--- config.mk ---
export PLATFORM = sky130hd
export DESIGN_NAME = stream_mux_rr_flat
export DESIGN_NICKNAME = d
export VERILOG_FILES = /design/src/rtl/stream_mux_rr_if.sv /design/src/rtl/stream_mux_rr.sv /design/src/flat_wrapper.sv
export SDC_FILE = /design/constraint.sdc
export NUM_CORES = 1
export LEC_CHECK = 0
export ABC_AREA = 1
export CORE_MARGIN = 5
export CORE_UTILIZATION = 44
export CTS_BUF_LIST = sky130_fd_sc_hd__clkbuf_8
export DETAILED_ROUTE_END_ITERATION = 8
export DONT_BUFFER_PORTS = 1
export PLACE_DENSITY = 0.63
export REMOVE_ABC_BUFFERS = 1
export SETUP_SLACK_MARGIN = 0.15
export SLEW_MARGIN = 30
export SYNTH_ARGS = -nofsm -noshare
export SYNTH_HDL_FRONTEND = slang
export SYNTH_SLANG_ARGS = --single-unit
export TNS_END_PERCENT = 20
--- constraint.sdc ---
create_clock -name clk -period 6.17 [get_ports clk]
set_clock_uncertainty 0.15 [all_clocks]
set_input_delay 0.9255 -clock clk [delete_from_list [all_inputs] [get_ports clk]]
set_output_delay 0.9255 -clock clk [all_outputs]
set_load 0.1 [all_outputs]
--- src/rtl/stream_mux_rr_if.sv ---
// stream_mux_rr_if: handshake bundle between NCH producers, the mux and one consumer.
//   in_data   NCH*WIDTH  channel i at [i*WIDTH +: WIDTH]
//   in_valid  NCH        per-channel valid
//   in_ready  NCH        per-channel accept (driven by the mux)
//   mode      1          0 = fixed select, 1 = round-robin
//   sel       SELW       channel index used in fixed mode
//   out_data  WIDTH      registered output data (driven by the mux)
//   out_valid 1          out_data is valid (driven by the mux)
//   out_ready 1          consumer accepts out_data
//   out_ch    SELW       source channel of out_data (driven by the mux)
// modport slave is the mux view; modport master is the producer/consumer view.
interface stream_mux_rr_if #(
    parameter int WIDTH = 8,
    parameter int NCH   = 4
);
    localparam int SELW = $clog2(NCH);
    logic [NCH*WIDTH-1:0] in_data;
    logic [NCH-1:0]       in_valid;
    logic [NCH-1:0]       in_ready;
    logic                 mode;
    logic [SELW-1:0]      sel;
    logic [WIDTH-1:0]     out_data;
    logic                 out_valid;
    logic                 out_ready;
    logic [SELW-1:0]      out_ch;
    modport slave (
        input  in_data, in_valid, mode, sel, out_ready,
        output in_ready, out_data, out_valid, out_ch
    );
    modport master (
        output in_data, in_valid, mode, sel, out_ready,
        input  in_ready, out_data, out_valid, out_ch
    );
endinterface

--- src/rtl/stream_mux_rr.sv ---
// stream_mux_rr: N-channel stream mux, fixed-select or round-robin, one registered output stage.
//   clk    rising-edge clock
//   rst_n  asynchronous active-low reset
//   bus    stream_mux_rr_if.slave (inputs, grants and registered output)
module stream_mux_rr #(
    parameter int WIDTH = 8,
    parameter int NCH   = 4
) (
    input  logic           clk,
    input  logic           rst_n,
    stream_mux_rr_if.slave bus
);
    localparam int SELW = $clog2(NCH);
    logic [WIDTH-1:0] chan [NCH];
    logic [SELW-1:0]  ptr, gnt, idx;
    logic             has_gnt, slot_free, xfer;
    for (genvar i = 0; i < NCH; i++) begin : g_chan
        assign chan[i] = bus.in_data[i*WIDTH +: WIDTH];
    end
    always_comb begin
        gnt = '0;
        idx = '0;
        has_gnt = 1'b0;
        if (bus.mode) begin
            // first valid channel at or after ptr, wrapping modulo NCH
            for (int k = 0; k < NCH; k++) begin
                idx = SELW'((int'(ptr) + k) % NCH);
                if (!has_gnt && bus.in_valid[idx]) begin
                    has_gnt = 1'b1;
                    gnt = idx;
                end
            end
        end else begin
            // loop form also rejects sel values >= NCH when NCH is not a power of two
            for (int k = 0; k < NCH; k++) begin
                if (bus.sel == SELW'(k) && bus.in_valid[k]) begin
                    has_gnt = 1'b1;
                    gnt = SELW'(k);
                end
            end
        end
        // rst_n gate keeps every in_ready low while reset is held
        slot_free = rst_n && (!bus.out_valid || bus.out_ready);
        xfer = has_gnt && slot_free;
        bus.in_ready = xfer ? NCH'(1) << gnt : '0;
    end
    always_ff @(posedge clk or negedge rst_n) begin
        if (!rst_n) begin
            bus.out_valid <= 1'b0;
            bus.out_data <= '0;
            bus.out_ch <= '0;
            ptr <= '0;
        end else if (xfer) begin
            bus.out_valid <= 1'b1;
            bus.out_data <= chan[gnt];
            bus.out_ch <= gnt;
            if (bus.mode) ptr <= (gnt == SELW'(NCH-1)) ? '0 : gnt + 1'b1;
        end else if (bus.out_ready) begin
            bus.out_valid <= 1'b0;
        end
    end
endmodule
--- src/flat_wrapper.sv ---
// flat-port wrapper written by rule: the top's interface ports become plain ports
module stream_mux_rr_flat 
#(
    parameter int WIDTH = 8,
    parameter int NCH   = 4
)
  (clk, rst_n, bus_in_data, bus_in_valid, bus_mode, bus_sel, bus_out_ready, bus_in_ready, bus_out_data, bus_out_valid, bus_out_ch);
  stream_mux_rr_if #(.WIDTH(WIDTH), .NCH(NCH)) bus_i ();
  input  logic clk;
  input  logic rst_n;
  input wire logic [$bits(bus_i.in_data)-1:0] bus_in_data;
  input wire logic [$bits(bus_i.in_valid)-1:0] bus_in_valid;
  input wire logic [$bits(bus_i.mode)-1:0] bus_mode;
  input wire logic [$bits(bus_i.sel)-1:0] bus_sel;
  input wire logic [$bits(bus_i.out_ready)-1:0] bus_out_ready;
  output wire logic [$bits(bus_i.in_ready)-1:0] bus_in_ready;
  output wire logic [$bits(bus_i.out_data)-1:0] bus_out_data;
  output wire logic [$bits(bus_i.out_valid)-1:0] bus_out_valid;
  output wire logic [$bits(bus_i.out_ch)-1:0] bus_out_ch;
  assign bus_i.in_data = bus_in_data;
  assign bus_i.in_valid = bus_in_valid;
  assign bus_i.mode = bus_mode;
  assign bus_i.sel = bus_sel;
  assign bus_i.out_ready = bus_out_ready;
  assign bus_in_ready = bus_i.in_ready;
  assign bus_out_data = bus_i.out_data;
  assign bus_out_valid = bus_i.out_valid;
  assign bus_out_ch = bus_i.out_ch;
  stream_mux_rr #(.WIDTH(WIDTH), .NCH(NCH)) u_core (.clk(clk), .rst_n(rst_n), .bus(bus_i));
endmodule
# After elaboration in Yosys (flattened, before gate mapping)
# Cells that the tools add are included.
[word_totals] register_bits=13 input_bits=42 out_inout_bits=15 word_cells=71
[classes] add_sub_neg=4 magnitude_cmp=5 n_eq_ne=4 shifts=1 muxes=35 bitwise=1 n_reduce_logical=17
[ops] op="$mux 1" n=19
[ops] op="$bmux 8 s2" n=1
[ops] op="$mux 2" n=8
[ops] op="$mux 8" n=2
[ops] op="$lt 2x3->1 const B" n=4
[ops] op="$logic_and 1x1->1" n=9
[ops] op="$bmux 1 s2" n=4
[ops] op="$eq 2x2->1 const B" n=3
[ops] op="$add 2x1->2 const B" n=2
[ops] op="$add 2x2->2 const B" n=2
[ops] op="$logic_not 1->1" n=4
[ops] op="$mux 4" n=1
[ops] op="$shl 1x2->4 const A" n=1
[ops] op="$ge 3x3->1 const B" n=1
[ops] op="$not 2->3" n=1
[ops] op="$eq 2x1->1 const B" n=1
[ops] op="$logic_not 2->1" n=1
[ops] op="$reduce_and 2->1" n=1
[ops] op="$reduce_bool 2->1" n=1
[ops] op="$logic_or 1x1->1" n=1

# Logic depth before layout (Yosys ltp)
[depth] word_depth=20 ltp_mapped=17 ltp_nobuf=15

# Worst setup path before layout
# Ideal clock, no wire load.
[synth_path] kind="input port to output port" from="input bus_in_valid[1]" to="output bus_in_ready[3]" arrival_time_ns=3.112 t_required_ns=5.094 slack_ns=1.983 cell_stages=12 path_cell_list="nand2_1 -> nand2_2 -> inv_2 -> nand3_2 -> inv_1 -> a21oi_4 -> nand2_2 -> buf_6 -> inv_2 -> ha_1 -> inv_1 -> nor2_1"
[synth_via] elab_chain_cells=18
[synth_lines] item="start: declaration" line="flat_wrapper.sv:12" source="input wire logic [$bits(bus_i.in_valid)-1:0] bus_in_valid;"
[synth_lines] item="$bmux 1 s2" line="stream_mux_rr.sv:28" source="if (!has_gnt && bus.in_valid[idx]) begin"
[synth_lines] item="$mux 1 (not written as such)" line="stream_mux_rr.sv:28"
[synth_lines] item="$mux 1" line="stream_mux_rr.sv:28"
[synth_lines] item="$mux 1" line="stream_mux_rr.sv:24" source="if (bus.mode) begin"
[synth_lines] item="$logic_not 1->1" line="stream_mux_rr.sv:28"
[synth_lines] item="$logic_and 1x1->1" line="stream_mux_rr.sv:28"
[synth_lines] item="$mux 1" line="stream_mux_rr.sv:28"
[synth_lines] item="$mux 1" line="stream_mux_rr.sv:24"
[synth_lines] item="(+3 left out)"
[synth_lines] item="$mux 1" line="stream_mux_rr.sv:24"
[synth_lines] item="$logic_not 1->1" line="stream_mux_rr.sv:28"
[synth_lines] item="$logic_and 1x1->1" line="stream_mux_rr.sv:28"
[synth_lines] item="$mux 2" line="stream_mux_rr.sv:28"
[synth_lines] item="$mux 2 (*)" line="stream_mux_rr.sv:24"
[synth_lines] item="via u_core.gnt[0]" line="stream_mux_rr.sv:15" source="logic [SELW-1:0] ptr, gnt, idx;"
[synth_lines] item="$shl 1x2->4 (*)" line="stream_mux_rr.sv:45" source="bus.in_ready = xfer ? NCH'(1) << gnt : '0;"
[synth_lines] item="$mux 4 (*)" line="stream_mux_rr.sv:45"
[synth_lines] item="end: declaration" line="flat_wrapper.sv:16" source="output wire logic [$bits(bus_i.in_ready)-1:0] bus_in_ready;"
# The timed path passes the listed nets; every way through them passes the cells marked *. The select of a mux whose other input is x is not followed.

# Final worst setup path
[layout_path] from="input bus_in_valid[1]" to="output bus_in_ready[1]"
# The elaborated chain is that of the path after synthesis.

==> results by group <==
Clock network
  • CTS resizes: 0
  • Total setup buffers inserted after CTS: 0
  • CTS clk-pin slew, worst paths: approximately 0.05 ns
  • CTS H-tree lvls: 1
  • CTS tree: built
  • Sink count of the clock tree: 13
  • Total CTS buffers: 3
  • Hold Buf Count CTS: 0
  • Clock Tree Root: clkbuf_8
  • Later-pin clock latency in the skew report: 0.24 ns
  • Deepest clock path buffer count: 2

Timing
  • Final period util: between 60 and 70%
  • Worst slew pin tran: 0.921 ns
  • Slew Limit Fails: 0
  • Slew Limit Headroom: 38.6%
  • Endpoints failing hold: 0
  • Highest clock rate: ~250 MHz
  • Final min period: 3.95 ns
  • RSZ-0062 raised after global routing: no
  • Setup tns final: 0 ns
  • Final setup violation count: 0

Yosys
  • Syn Area/Cell: 6.08 µm²
  • Synth Instances: 209
  • Sequential element share of the synthesized area: 25.6%
  • Synthesized area: around 0.0013 mm²
  • Yosys reg bits: 13
  • Cell variety after synth: 24
  • Synth warn: 0

Worst setup path
  • Endpoint type of the worst setup path: output port
  • CP max FO: 21
  • Req. time, crit path: 5.09 ns
  • Top Family by Delay on Critical Path: simple AND/OR/NAND/NOR gates
  • Slowest CP cell: nor2_4
  • CP arrival: 2.87 ns
  • Startpoint type of the worst setup path: input port
  • Reg2reg setup slack: about 3.6 ns
  • Kind of critical path: in -> out
  • Crit-path max cell delay: 0.50 ns
  • Worst path buffer plus inverter count: 4
  • Worst path cell trace: nand2_1 > nand2_2 > inv_2 > nand3_2 > inv_1 > a21oi_4 > nand2_2 > inv_2 > ha_1 > inv_1 > nor2_4

Final layout
  • Nets: 252
  • Post-Layout Inst Area: 0.00133 mm²
  • Share of layout cells above drive strength 1: 12.7%
  • Area Growth Syn to Fin: 4.23%
  • # diodes: 0

Place
  • Placed Instance Area: between 0.001 and 0.0015 mm²
  • IO buf count: 0
  • DP Wirelength: 2450 µm
  • Placer Congestion: just over 0.8

Flow run
  • Max-cap violations: 0

Routing
  • Routed wire per std cell: between 10 and 15 µm
  • # DRC: 0
  • Post-route ant nets: 0
  • Via count: about 1300
  • Vias per cell: roughly 5.4
  • WL final: 3100 µm
  • Detailed Routing Iterations Pass 1: 4
  • DRT iter0 DRCs: 62

Floorplanning
  • Num ports: 57
  • Starting density of the core: between 40 and 50%
  • Die W: 63.8 µm
  • Core Area: around 0.0028 mm²
  • Row cnt: 19
  • Die area: 0.00406 mm²
  • Die span in y: between 60 and 70 µm

GRT
  • GRT overflow: 0
  • Largest net degree at the start of global routing: 22
  • Vias in the first global route: roughly 1300
  • Gr usage total: 16.2%
  • Initial antenna violation count: 0
  • First-pass GRT wire length: 5440 µm

Power
  • P_leak: 0.783 nW
  • Pwr dens: 541 mW/mm²
  • Max VDD drop: around 0.00033 V

Worst hold path
  • Hold Path Class: in -> async

Status
  • Outcome: finished clean
layout make-up:
| cell class | count | area (µm²) |
|---|---|---|
| Tap cell | 31 | 38.8 |
| Fill cell | 298 | 1430 |
| Multi-Input combinational cell | 143 | 742 |
| Clock inverter | 1 | 3.75 |
| Sequential cell | 13 | 325 |
| Clock buffer | 3 | 41.3 |
| Inverter | 45 | 174 |
flip-flops by register name (all words and copies together) (netlist names):
| register | count |
|---|---|
| u_core.bus.out_data | 8 |
| u_core.bus.out_ch | 2 |
| u_core.bus.out_valid | 1 |
| u_core.ptr | 2 |
worst paths after layout:
kind,cells past startpoint,startpoint,endpoint
max,11,bus_in_valid[1],bus_in_ready[1]
min,0,rst_n,u_core.bus.out_data[4]
max reg2reg,10,u_core.ptr[0],u_core.ptr[1]
min reg2reg,2,u_core.ptr[1],u_core.ptr[1]
max in group asynchronous,0,rst_n,u_core.ptr[0]
min in group clk,2,u_core.ptr[1],u_core.ptr[1]
metal layers:
| metal | vias up | track usage [%] | routed length (µm) | share of wire [%] |
|---|---|---|---|---|
| met5 | - | 0 | 0 | 0 |
| met4 | 0 | 3.90 | 80 | 2.6 |
| met3 | 8 | 4.73 | 245 | 7.9 |
| met2 | 64 | 28.4 | 1580 | 51 |
| met1 | 567 | 19.2 | 1190 | 38 |
| li1 | 627 | - | - | - |
cells in the mapped netlist, drive strengths merged:
cell type  instances  area, µm²
o211ai             3       22.5
clkinv             1       3.75
dfrtp             13        325
nor2               8       30.0
nor3b              1       7.51
nand3b             1       7.51
o21ai              5       25.0
nor3               1       10.0
buf                8       68.8
nand2             78        315
inv               44        170
nand3             37        195
a21oi              3       26.3
ha                 4       50.1
o21a               1       7.51
a31oi              1       6.26
cells in the final DEF, fill, tap and decap left out:
cell      instances
nor2_1            4
inv_1            41
nand2_2           9
inv_2             3
a31oi_1           1
inv_6             1
clkinv_1          1
a21oi_4           1
o21ai_2           1
nand3_1          34
o21a_1            1
nor2_4            4
nor3_2            1
dfrtp_1          13
a21oi_1           2
nand3_2           3
clkbuf_8          3
nand2_1          69
o21ai_1           1
o21ai_0           3
o211ai_1          3
nor3b_1           1
nand3b_1          1
ha_1              4
where the power goes:
group | internal, mW | total [mW] | switching [mW]
clock network | 0.0439 | 0.0734 | 0.0295
logic | 0.0816 | 0.266 | 0.185
registers | 0.116 | 0.377 | 0.261
worst reg2reg max path, delay by kind of cell, from the launching register on:
family / cells / cell delay (ns)
adders and majority gates: 1 / 0.41
AOI/OAI and AO/OA: 4 / 0.50
DFF: 1 / 0.57
buffers and inverters: 2 / 0.49
and+or+nand+nor: 3 / 0.37
metrics by stage:
stage                     power, mW  std cells  hold WS, ns  setup WS, ns  utilization, %
final                         0.716        236        0.227          2.22            48.0
after global routing          0.769        236        0.212          2.05            48.0
after CTS                     0.720        236        0.221          2.06            47.7
after detailed placement      0.646        232        0.480          2.06            46.1
after global placement        0.631        232        0.480          2.01            45.4
after floorplan               0.584        201        0.441          1.76               -
logic make-up after synthesis:
logic type,after synthesis,synth area share [%]
compound gates,13,6.89
fa+ha+maj,4,3.94
buf+inv,53,19.1
flops,13,25.6
simple gates,126,44.5
Power figures use the tool's default switching activity.
